`src/rtl/mux_pkg.sv`:
```
// Shared symbol-mux definitions: K-codes, control_dk classes, RX FSM states.
// Used by both the TX symbol mux and the RX demux.
package mux_pkg;

  localparam logic [7:0] K_COM = 8'hBC;
  localparam logic [7:0] K_SKP = 8'h1C;
  localparam logic [7:0] K_STP = 8'hFB;
  localparam logic [7:0] K_SDP = 8'h5C;
  localparam logic [7:0] K_END = 8'hFD;
  localparam logic [7:0] K_EDB = 8'hFE;
  localparam logic [7:0] K_FTS = 8'h3C;
  localparam logic [7:0] K_IDL = 8'h7C;

  localparam logic [3:0] CD_DATA = 4'd0;
  localparam logic [3:0] CD_COM  = 4'd1;
  localparam logic [3:0] CD_SKP  = 4'd2;
  localparam logic [3:0] CD_STP  = 4'd3;
  localparam logic [3:0] CD_SDP  = 4'd4;
  localparam logic [3:0] CD_END  = 4'd5;
  localparam logic [3:0] CD_EDB  = 4'd6;
  localparam logic [3:0] CD_FTS  = 4'd7;
  localparam logic [3:0] CD_IDL  = 4'd8;
  localparam logic [3:0] CD_UNK  = 4'd15;

  localparam int MAX_LEN_DEF = 64;
  localparam int OS_LEN_DEF  = 3;

  typedef enum logic [1:0] {
    ST_IDLE,
    ST_PKT,
    ST_OS
  } rx_state_t;

  function automatic logic is_os_sym(input logic [3:0] cd);
    return (cd == CD_SKP) || (cd == CD_FTS) || (cd == CD_IDL);
  endfunction

endpackage

```
`src/rtl/demux_rx_if.sv`:
```
// Byte stream in / framed payload out bundle for demux_rx.
// err_cnt exists only when RX_ERR_CNT_EN is defined.
interface demux_rx_if;
  logic       enb;
  logic [7:0] rx_DataE;
  logic       rx_Valid;
  logic [7:0] rx_DataS;
  logic       data_valid;
  logic [3:0] control_dk;
  logic       pkt_start;
  logic       pkt_type;
  logic       pkt_end;
  logic       pkt_bad;
  logic [6:0] pkt_len;
  logic       os_skp;
  logic       os_fts;
  logic       os_idl;
  logic       frm_err;
`ifdef RX_ERR_CNT_EN
  logic [7:0] err_cnt;
`endif

  modport master (
    output enb, rx_DataE, rx_Valid,
`ifdef RX_ERR_CNT_EN
    input  err_cnt,
`endif
    input  rx_DataS, data_valid, control_dk,
    input  pkt_start, pkt_type, pkt_end, pkt_bad, pkt_len,
    input  os_skp, os_fts, os_idl, frm_err
  );

  modport slave (
    input  enb, rx_DataE, rx_Valid,
`ifdef RX_ERR_CNT_EN
    output err_cnt,
`endif
    output rx_DataS, data_valid, control_dk,
    output pkt_start, pkt_type, pkt_end, pkt_bad, pkt_len,
    output os_skp, os_fts, os_idl, frm_err
  );
endinterface

```
`src/rtl/rx_kdecode.sv`:
```
// Combinational classifier: received byte + data flag -> control_dk class.
// Data bytes are class 0 whatever their value; unlisted K bytes are 15.
import mux_pkg::*;

module rx_kdecode (
  input  logic [7:0] data,
  input  logic       valid,
  output logic [3:0] cls
);

  // map K-code byte to its class
  always_comb begin
    cls = CD_UNK;
    if (valid) begin
      cls = CD_DATA;
    end else begin
      case (data)
        K_COM:   cls = CD_COM;
        K_SKP:   cls = CD_SKP;
        K_STP:   cls = CD_STP;
        K_SDP:   cls = CD_SDP;
        K_END:   cls = CD_END;
        K_EDB:   cls = CD_EDB;
        K_FTS:   cls = CD_FTS;
        K_IDL:   cls = CD_IDL;
        default: cls = CD_UNK;
      endcase
    end
  end

endmodule

```
`src/rtl/demux_rx.sv`:
```
// RX symbol demux: packet framing and ordered-set tracking, 1-cycle latency.
// Define RX_ERR_CNT_EN to add the saturating framing-error counter err_cnt.
import mux_pkg::*;

module demux_rx #(
  parameter int MAX_LEN = MAX_LEN_DEF,
  parameter int OS_LEN  = OS_LEN_DEF
) (
  input logic      clk,
  input logic      rst,
  demux_rx_if.slave bus
);

  logic [3:0] cls;
  rx_state_t  st;
  rx_state_t  eff_st;
  logic [6:0] len;
  logic [3:0] os_cnt;
  logic [3:0] os_kind;
  logic [3:0] os_sel;
  logic [3:0] os_nxt;
  logic       is_pkt;
  logic       is_com;
  logic       os_match;
  logic       os_mis;
  logic       os_done;

  rx_kdecode u_kdec (
    .data  (bus.rx_DataE),
    .valid (bus.rx_Valid),
    .cls   (cls)
  );

  // a broken ordered set falls back to IDLE handling of the same byte
  always_comb begin
    is_pkt   = (cls == CD_STP) || (cls == CD_SDP);
    is_com   = (cls == CD_COM);
    os_sel   = (os_cnt == 4'd0) ? cls : os_kind;
    os_match = (os_cnt == 4'd0) ? is_os_sym(cls)
                                : (cls == os_kind);
    os_mis   = (st == ST_OS) && !is_com && !os_match;
    os_nxt   = os_cnt + 4'd1;
    os_done  = (os_nxt == OS_LEN[3:0]);
    eff_st   = os_mis ? ST_IDLE : st;
  end

  // framing FSM with registered outputs
  always_ff @(posedge clk or negedge rst) begin
    if (!rst) begin
      st             <= ST_IDLE;
      len            <= '0;
      os_cnt         <= '0;
      os_kind        <= CD_DATA;
      bus.rx_DataS   <= '0;
      bus.data_valid <= 1'b0;
      bus.control_dk <= CD_DATA;
      bus.pkt_start  <= 1'b0;
      bus.pkt_type   <= 1'b0;
      bus.pkt_end    <= 1'b0;
      bus.pkt_bad    <= 1'b0;
      bus.pkt_len    <= '0;
      bus.os_skp     <= 1'b0;
      bus.os_fts     <= 1'b0;
      bus.os_idl     <= 1'b0;
      bus.frm_err    <= 1'b0;
    end else begin
      bus.data_valid <= 1'b0;
      bus.pkt_start  <= 1'b0;
      bus.pkt_end    <= 1'b0;
      bus.pkt_bad    <= 1'b0;
      bus.os_skp     <= 1'b0;
      bus.os_fts     <= 1'b0;
      bus.os_idl     <= 1'b0;
      bus.frm_err    <= 1'b0;
      if (bus.enb) begin
        bus.control_dk <= cls;
        unique case (eff_st)
          ST_IDLE: begin
            unique case (1'b1)
              is_pkt: begin
                st            <= ST_PKT;
                bus.pkt_start <= 1'b1;
                bus.pkt_type  <= (cls == CD_SDP);
                len           <= '0;
              end
              is_com: begin
                st     <= ST_OS;
                os_cnt <= '0;
              end
              default: begin
                st          <= ST_IDLE;
                bus.frm_err <= 1'b1;
              end
            endcase
          end
          ST_PKT: begin
            unique case (1'b1)
              (cls == CD_DATA): begin
                if (len < MAX_LEN[6:0]) begin
                  bus.rx_DataS   <= bus.rx_DataE;
                  bus.data_valid <= 1'b1;
                  len            <= len + 7'd1;
                end else begin
                  bus.pkt_bad <= 1'b1;
                  bus.frm_err <= 1'b1;
                  st          <= ST_IDLE;
                end
              end
              (cls == CD_END): begin
                bus.pkt_end <= 1'b1;
                bus.pkt_len <= len;
                st          <= ST_IDLE;
              end
              (cls == CD_EDB): begin
                bus.pkt_bad <= 1'b1;
                st          <= ST_IDLE;
              end
              is_pkt: begin
                bus.pkt_bad   <= 1'b1;
                bus.frm_err   <= 1'b1;
                bus.pkt_start <= 1'b1;
                bus.pkt_type  <= (cls == CD_SDP);
                len           <= '0;
              end
              is_com: begin
                bus.pkt_bad <= 1'b1;
                bus.frm_err <= 1'b1;
                st          <= ST_OS;
                os_cnt      <= '0;
              end
              default: begin
                bus.pkt_bad <= 1'b1;
                bus.frm_err <= 1'b1;
                st          <= ST_IDLE;
              end
            endcase
          end
          ST_OS: begin
            if (is_com) begin
              os_cnt <= '0;
            end else if (os_done) begin
              st         <= ST_IDLE;
              os_cnt     <= '0;
              bus.os_skp <= (os_sel == CD_SKP);
              bus.os_fts <= (os_sel == CD_FTS);
              bus.os_idl <= (os_sel == CD_IDL);
            end else begin
              os_cnt <= os_nxt;
              if (os_cnt == 4'd0) os_kind <= cls;
            end
          end
          default: st <= ST_IDLE;
        endcase
        if (os_mis) bus.frm_err <= 1'b1;
      end
    end
  end

`ifdef RX_ERR_CNT_EN
  // saturating count of framing-error pulses
  always_ff @(posedge clk or negedge rst) begin
    if (!rst) begin
      bus.err_cnt <= '0;
    end else if (bus.frm_err && bus.err_cnt != 8'hFF) begin
      bus.err_cnt <= bus.err_cnt + 8'd1;
    end
  end
`endif

endmodule

```
`src/flat_wrapper.sv`:
```
// flat-port wrapper written by rule: the top's interface ports become plain ports
module demux_rx_flat 
#(
  parameter int MAX_LEN = MAX_LEN_DEF,
  parameter int OS_LEN  = OS_LEN_DEF
)
  (clk, rst, bus_enb, bus_rx_DataE, bus_rx_Valid, bus_rx_DataS, bus_data_valid, bus_control_dk, bus_pkt_start, bus_pkt_type, bus_pkt_end, bus_pkt_bad, bus_pkt_len, bus_os_skp, bus_os_fts, bus_os_idl, bus_frm_err);
  demux_rx_if bus_i ();
  input logic clk;
  input logic rst;
  input wire logic [$bits(bus_i.enb)-1:0] bus_enb;
  input wire logic [$bits(bus_i.rx_DataE)-1:0] bus_rx_DataE;
  input wire logic [$bits(bus_i.rx_Valid)-1:0] bus_rx_Valid;
  output wire logic [$bits(bus_i.rx_DataS)-1:0] bus_rx_DataS;
  output wire logic [$bits(bus_i.data_valid)-1:0] bus_data_valid;
  output wire logic [$bits(bus_i.control_dk)-1:0] bus_control_dk;
  output wire logic [$bits(bus_i.pkt_start)-1:0] bus_pkt_start;
  output wire logic [$bits(bus_i.pkt_type)-1:0] bus_pkt_type;
  output wire logic [$bits(bus_i.pkt_end)-1:0] bus_pkt_end;
  output wire logic [$bits(bus_i.pkt_bad)-1:0] bus_pkt_bad;
  output wire logic [$bits(bus_i.pkt_len)-1:0] bus_pkt_len;
  output wire logic [$bits(bus_i.os_skp)-1:0] bus_os_skp;
  output wire logic [$bits(bus_i.os_fts)-1:0] bus_os_fts;
  output wire logic [$bits(bus_i.os_idl)-1:0] bus_os_idl;
  output wire logic [$bits(bus_i.frm_err)-1:0] bus_frm_err;
  assign bus_i.enb = bus_enb;
  assign bus_i.rx_DataE = bus_rx_DataE;
  assign bus_i.rx_Valid = bus_rx_Valid;
  assign bus_rx_DataS = bus_i.rx_DataS;
  assign bus_data_valid = bus_i.data_valid;
  assign bus_control_dk = bus_i.control_dk;
  assign bus_pkt_start = bus_i.pkt_start;
  assign bus_pkt_type = bus_i.pkt_type;
  assign bus_pkt_end = bus_i.pkt_end;
  assign bus_pkt_bad = bus_i.pkt_bad;
  assign bus_pkt_len = bus_i.pkt_len;
  assign bus_os_skp = bus_i.os_skp;
  assign bus_os_fts = bus_i.os_fts;
  assign bus_os_idl = bus_i.os_idl;
  assign bus_frm_err = bus_i.frm_err;
  demux_rx #(.MAX_LEN(MAX_LEN), .OS_LEN(OS_LEN)) u_core (.clk(clk), .rst(rst), .bus(bus_i));
endmodule
```
`config.mk`:
```
export PLATFORM = sky130hd
export DESIGN_NAME = demux_rx_flat
export DESIGN_NICKNAME = d
export VERILOG_FILES = /design/src/rtl/mux_pkg.sv /design/src/rtl/demux_rx_if.sv /design/src/rtl/rx_kdecode.sv /design/src/rtl/demux_rx.sv /design/src/flat_wrapper.sv
export SDC_FILE = /design/constraint.sdc
export NUM_CORES = 1
export LEC_CHECK = 0
export CORE_ASPECT_RATIO = 0.7
export CORE_UTILIZATION = 45
export CTS_CLUSTER_DIAMETER = 150
export CTS_CLUSTER_SIZE = 25
export DETAILED_ROUTE_END_ITERATION = 12
export PLACE_DENSITY = 0.73
export RECOVER_POWER = 25
export SLEW_MARGIN = 20
export SYNTH_ARGS = -nofsm -noshare
export SYNTH_HDL_FRONTEND = slang
export SYNTH_HIERARCHICAL = 1
export SYNTH_SLANG_ARGS = --single-unit
export TNS_END_PERCENT = 30
```
`constraint.sdc`:
```
create_clock -name clk -period 2.3 [get_ports clk]
set_clock_uncertainty 0.05 [all_clocks]
set_input_delay 0.46 -clock clk [delete_from_list [all_inputs] [get_ports clk]]
set_output_delay 0.46 -clock clk [all_outputs]
set_load 0.01 [all_outputs]
```
==> results of run 1 <==
==> area by class of cell <==
cell class | count | area (um2) | area share [%]
well taps | 75 | 93.8 | 2.28
multi-input cells | 205 | 1780 | 43.1
flip-flops and latches | 45 | 1130 | 27.3
clock buffers | 6 | 72.6 | 1.76
clock inverters | 2 | 10.0 | 0.243
repair buffers | 117 | 986 | 23.9
inverters | 13 | 56.3 | 1.37
==> power breakdown <==
group,leakage (nW),switching (mW),internal (mW)
combinational,1.12,0.306,0.308
sequential,0.604,0.0646,0.860
clock,0.0450,0.270,0.211
total,1.77,0.641,1.38
==> metal layers <==
layer / up-vias / share of wire (%) / global-route usage (%)
met2: 105 / 47 / 38.2
met3: 10 / 5.9 / 3.88
met1: 1297 / 46 / 32.9
met4: 0 / 1.3 / 5.97
li1: 1243 / - / -
met5: - / 0 / 0
==> through the flow <==
| step | setup TNS [ns] | cells |
|---|---|---|
| 2_1_floorplan | -21.85 | 282 |
| 3_3_place_gp | -50.69 | 443 |
| 3_5_place_dp | -53.16 | 443 |
| 4_1_cts | -18.47 | 458 |
| 5_1_grt | -22.92 | 463 |
| 6_report | -19.51 | 463 |
==> final timing paths <==
path / to / slack, ns / depth (start not counted)
worst max-delay path: u_core/len[3] / -0.67 / 13
worst min-delay path: u_core/bus.rx_DataS[5] / 0.38 / 3
worst max register to register: u_core/os_cnt[0] / -0.10 / 8
worst min register to register: u_core/bus.rx_DataS[5] / 0.43 / 2
max in group asynchronous: u_core/bus.os_skp / 0.81 / 2
min in group asynchronous: u_core/os_cnt[2] / 0.47 / 1
==> state kept, by name, indices dropped and copies added, names as in the netlist <==
name                   flops
u_core/bus.pkt_start       1
u_core/bus.pkt_bad         1
u_core/bus.os_fts          1
u_core/bus.data_valid      1
u_core/bus.os_skp          1
u_core/bus.pkt_type        1
u_core/bus.frm_err         1
u_core/st                  2
u_core/os_cnt              4
u_core/os_kind             4
u_core/bus.pkt_len         7
u_core/bus.rx_DataS        8
u_core/bus.os_idl          1
u_core/len                 7
u_core/bus.control_dk      4
u_core/bus.pkt_end         1
==> cell families (layout without fill, tap and decap cells) <==
family	after synthesis	count (layout)	share of synthesized area [%]
flops	45	45	39.9
fa+ha+maj	4	4	1.77
simple gates	119	119	24.4
buf+inv	32	138	6.88
xor+xnor	6	6	1.86
compound gates	58	58	18.0
mux	18	18	7.23
==> placed cells by master, fill, tap and decap left out, drive strengths merged, types with 6 or more instances in the layout <==
cell / n
mux2: 16
a2111oi: 6
nor3: 9
or3: 7
dfrtp: 45
a21oi: 13
clkbuf: 9
o21ai: 6
nand3: 15
inv: 12
buf: 83
nand2: 36
nor4: 6
nor2: 16
clkdlybuf4s50: 30
==> worst max-delay path, stage by stage <==
cell     delay, ns
buf_8         0.09
or3_4         0.39
or3_4         0.39
a31oi_4       0.16
o22ai_2       0.10
buf_6         0.15
buf_6         0.12
nor4b_4       0.30
buf_6         0.17
nor2_4        0.05
and4_4        0.20
o31a_4        0.42
a31oi_4       0.16
==> timing repair <==
action	4_1_cts	5_1_grt
buffers inserted	7	5
gates resized for setup	54	35
hold buffers	0	0
pin swaps	23	25
setup endpoints to repair	45	41
==> flow_metrics.tcl, run 1 <==
set metrics [dict create \
    status "complete, but fails checks" \
    failed_checks "capacitance limit, slew limit, setup timing" \
    drtIter0Drc 185 \
    grt_max_degree 28 \
    vias 2655 \
    avgSynthCellArea_um2 10.0 \
    grt_pass1_wl_um 12100 \
    wire_per_inst_um 17.5 \
    cts_buffers 5 \
    ys.warnings.count 6 \
    holdWs_ns 0.382 \
    worst-path-max-fanout 7 \
    grt-ovfl-total 0 \
    routed_wl_um 8090 \
    rsz0062_at_grt "true" \
    n_antenna_cell 0 \
    total_power_mw 2.02 \
    place_hpwl_um 5400 \
    utilization_pct 70.2 \
    grt_pass1_vias 2512 \
    endpoint_kind "flop" \
    drive_above_1_share_pct 43.6 \
    min_path_type "in2reg" \
    first_pass_iters 5 \
    yosysMostFrequentCell "dfrtp_1" \
    io_pins 40 \
    fin_ws_ns -0.665 \
    async_flop_share_pct 100 \
    fp.dieArea_mm2 0.00659 \
    die_width_um 96.6 \
    nets 403 \
    clkTransAtPathRegs_ns 0.08 \
    cp-start-kind "primary input" \
    clock_sinks 45 \
    setup_violations 40 \
    grtUsageTotal_pct 23.4 \
    synth_edf_count 0 \
    rows 23 \
    synth_top_area_cell "dfrtp_1" \
    route.detailed.drc 0 \
    place_worst_setup_slack_ns -1.40 \
    report.final.slew_viol_count 28 \
    post_drt_via_cell_ratio 5.73 \
    antenna_left 0 \
    area_delta_synth_final_pct 46.1 \
    yosysTopAreaCellShare_pct 39.9 \
    insertion_delay_ns 0.31 \
    antenna_found_initial 0 \
    min_from "bus_rx_DataE[5]" \
    place_congestion 0.940 \
    synth_commonest_cells "dfrtp_1, nand2_1, nor2_1" \
    period_minus_slack_ns 2.97 \
    ys_top_cells_by_area "dfrtp_1, nand2_1, mux2_2" \
    period_share_pct 129 \
    fmax_ghz 0.337 \
    synth.distinct_cells 72 \
    cts_tree "done" \
    post_dp_cell_area_mm2 0.00368 \
    die_h_um 68.2 \
    syn-instance-count 282 \
    rr_startpoint "u_core/os_cnt[0]" \
    ir_drop_v 0.000323 \
    hold_viol 0 \
    critPathArrivalTime_ns 3.15 \
    cts.path.max_buffers 2 \
    p_per_area_mw_per_mm2 490 \
    max_slew.worst_pin.slew_ns 1.56 \
    ys.flop_type "dfrtp_1" \
    seq_area_frac_synth_pct 39.9 \
    root_buffer "clkbuf_8" \
    port_buffers 39 \
    final_area_mm2 0.00412 \
    p_leak_nw 1.77 \
    cp.required_ns 2.49 \
    syn_nets 298 \
    drv_cap 1 \
    fill_cells 428 \
    core_region_area_mm2 0.00587 \
    crit_type "in2reg" \
    crit_start "bus_rx_DataE[1]" \
    ys_seq_elements 45 \
    synth_area_mm2 0.00282 \
    relSlewSlack_pct -4.05 \
    cts_max_level 2 \
    initial_core_util_pct 48.0 \
]
No activity file was read; power rests on OpenSTA's default activity.
==> run 2, diff against run 1 <==
- clock period: 2.3 -> 3.3 ns (I/O delays scaled with it)
==> run 2 against run 1 <==
The flow finishes with violations (capacitance limit, slew limit). Total power shrank 27%. Final cell count fell by 4.8%. Clock power decreased by 7.3%. Critical endpoint is now u_core/os_kind[3].
==> flow_metrics.tcl, run 2 (same netlist as run 1, synthesis figures left out) <==
set metrics [dict create \
    post_drt_via_cell_ratio 5.62 \
    cts_max_level 2 \
    nets 381 \
    wire_per_inst_um 16.1 \
    comb_power_share_pct 25.2 \
    first_pass_iters 4 \
    insertion_delay_ns 0.31 \
    setup_violations 0 \
    min_path_type "reg2reg" \
    hold_viol 0 \
    cts_buffers 5 \
    grt-ovfl-total 0 \
    p_sw_mw 0.449 \
    drive_above_1_share_pct 35.2 \
    routed_wl_um 7090 \
    largest_reg_flops 8 \
    p_per_area_mw_per_mm2 378 \
    drv_cap 1 \
    holdWs_ns 0.433 \
    grt_pass1_vias 2399 \
    max_slew.worst_pin.slew_ns 2.41 \
    report.final.slew_viol_count 46 \
    sw_frac_of_total_pct 30.7 \
    gr-max-usage-layer "met2" \
    ir_drop_v 0.000241 \
    worst-path-max-fanout 9 \
    seq_power_share_pct 44.4 \
    antenna_left 0 \
    p_leak_nw 1.64 \
    grtUsageTotal_pct 21.7 \
    drtIter0Drc 143 \
    failed_checks "capacitance limit, slew limit" \
    reg_top3 "u_core/bus.rx_DataS (8), u_core/bus.pkt_len (7), u_core/len (7)" \
    clkTransAtPathRegs_ns 0.09 \
    route.detailed.drc 0 \
    cp-start-kind "primary input" \
    fp.dieArea_mm2 0.00659 \
    die_width_um 96.6 \
    place_congestion 0.823 \
    endpoint_kind "flop" \
    core_region_area_mm2 0.00587 \
    crit_type "in2reg" \
    period_share_pct 98.9 \
    fmax_ghz 0.306 \
    io_pins 40 \
    fill_cells 462 \
    antenna_found_initial 0 \
    cts.path.max_buffers 2 \
    clock_sinks 45 \
    n_antenna_cell 0 \
    grt.met3_usage_pct 3.88 \
    die_h_um 68.2 \
    critPathArrivalTime_ns 3.41 \
    cp.required_ns 3.44 \
    port_buffers 39 \
    rows 23 \
    cts_tree "done" \
    vias 2480 \
    area_delta_synth_final_pct 37.2 \
    initial_core_util_pct 48.0 \
    grt_max_degree 46 \
    relSlewSlack_pct -60.8 \
    final_cell_mix "buf_4, dfrtp_1, nand2_1, clkdlybuf4s50_1, nor2_1" \
    met2_usage_pct 35.2 \
    top_register "u_core/bus.rx_DataS" \
    root_buffer "clkbuf_8" \
    period_minus_slack_ns 3.26 \
    place_hpwl_um 4840 \
    p_int_mw 1.01 \
    grt_pass1_wl_um 11400 \
    utilization_pct 65.9 \
    p_clk_share_pct 30.4 \
    status "complete, but fails checks" \
    met1_usage_pct 30.4 \
    final_common_cell "buf_4" \
]
## run 2: changes by cell type in the layout (fill, tap and decap cells not counted), moves of 2 or more
cell	before	now
a2111oi_4	3	1
buf_2	2	0
buf_4	70	52
buf_6	10	3
clkdlybuf4s50_1	30	33
clkinv_2	2	0
dlygate4sd2_1	1	3
inv_6	0	2
mux2_1	0	4
mux2_4	5	1
nor3_1	4	6
nor4_1	1	3
## run 2: cell type report
class	count	area (um2)	share of cell area, %
clock inverter	3	47.5	1.23
timing repair buffer	95	815	21.0
sequential	45	1130	29.1
clock buffer	5	68.8	1.78
inverter	13	51.3	1.33
multi-input combinational	205	1670	43.1
tap	75	93.8	2.42
## run 2: final timing paths
check	from	end	slack (ns)	cells after the start
min in group asynchronous	rst	u_core/os_cnt[3]	1.03	1
worst max register to register	u_core/os_cnt[0]	u_core/os_cnt[0]	0.84	7
max in group asynchronous	rst	u_core/bus.rx_DataS[2]	0.81	1
worst min-delay path	u_core/bus.rx_DataS[5]	u_core/bus.rx_DataS[5]	0.43	2
worst max-delay path	bus_rx_DataE[2]	u_core/os_kind[3]	0.04	11
worst min register to register	u_core/bus.rx_DataS[5]	u_core/bus.rx_DataS[5]	0.43	2
## run 2: repair_timing
item	4_1_cts	5_1_grt
hold buffers	0	0
resized for setup	18	20
pin swaps	9	7
setup endpoints to repair	32	32
setup buffers	5	3
## run 2: power by group through the flow
| stage | sequential (mW) | clock (mW) | combinational, mW |
|---|---|---|---|
| after floorplan | 0.655 | 0 | 0.192 |
| after global routing | 0.658 | 0.480 | 0.401 |
| after detailed placement | 0.658 | 0 | 0.342 |
| after global placement | 0.657 | 0 | 0.334 |
| final | 0.650 | 0.446 | 0.369 |
| after CTS | 0.648 | 0.458 | 0.353 |
## run 2: critical path, cell delays in order
cell and delay [ns]:
clkdlybuf4s50_1 0.54, nand3_2 0.18, nor4_2 0.41, buf_4 0.19, nor4_2 0.05, buf_12 0.14
or4b_4 0.56, nand3_4 0.12, a2111oi_4 0.05, buf_4 0.18, mux2_1 0.31
## run 2: per-stage QoR
stage | cell area [um2] | setup TNS (ns) | std cells | power (mW) | setup WS (ns)
CTS | 3750 | 0 | 438 | 1.46 | 0.00542
detailed placement | 3540 | -17.19 | 425 | 1.00 | -0.601
floorplan | 2820 | 0 | 282 | 0.848 | 0.0943
global route | 3870 | -0.723 | 441 | 1.54 | -0.103
global placement | 3540 | -15.82 | 425 | 0.991 | -0.513
finish | 3870 | 0 | 441 | 1.46 | 0.0361
## run 2: routing by layer
layer	share of wire, %	vias to the layer above
met5	0	-
met4	0.62	0
met3	3.8	8
met2	46	56
met1	49	1213
li1	-	1203
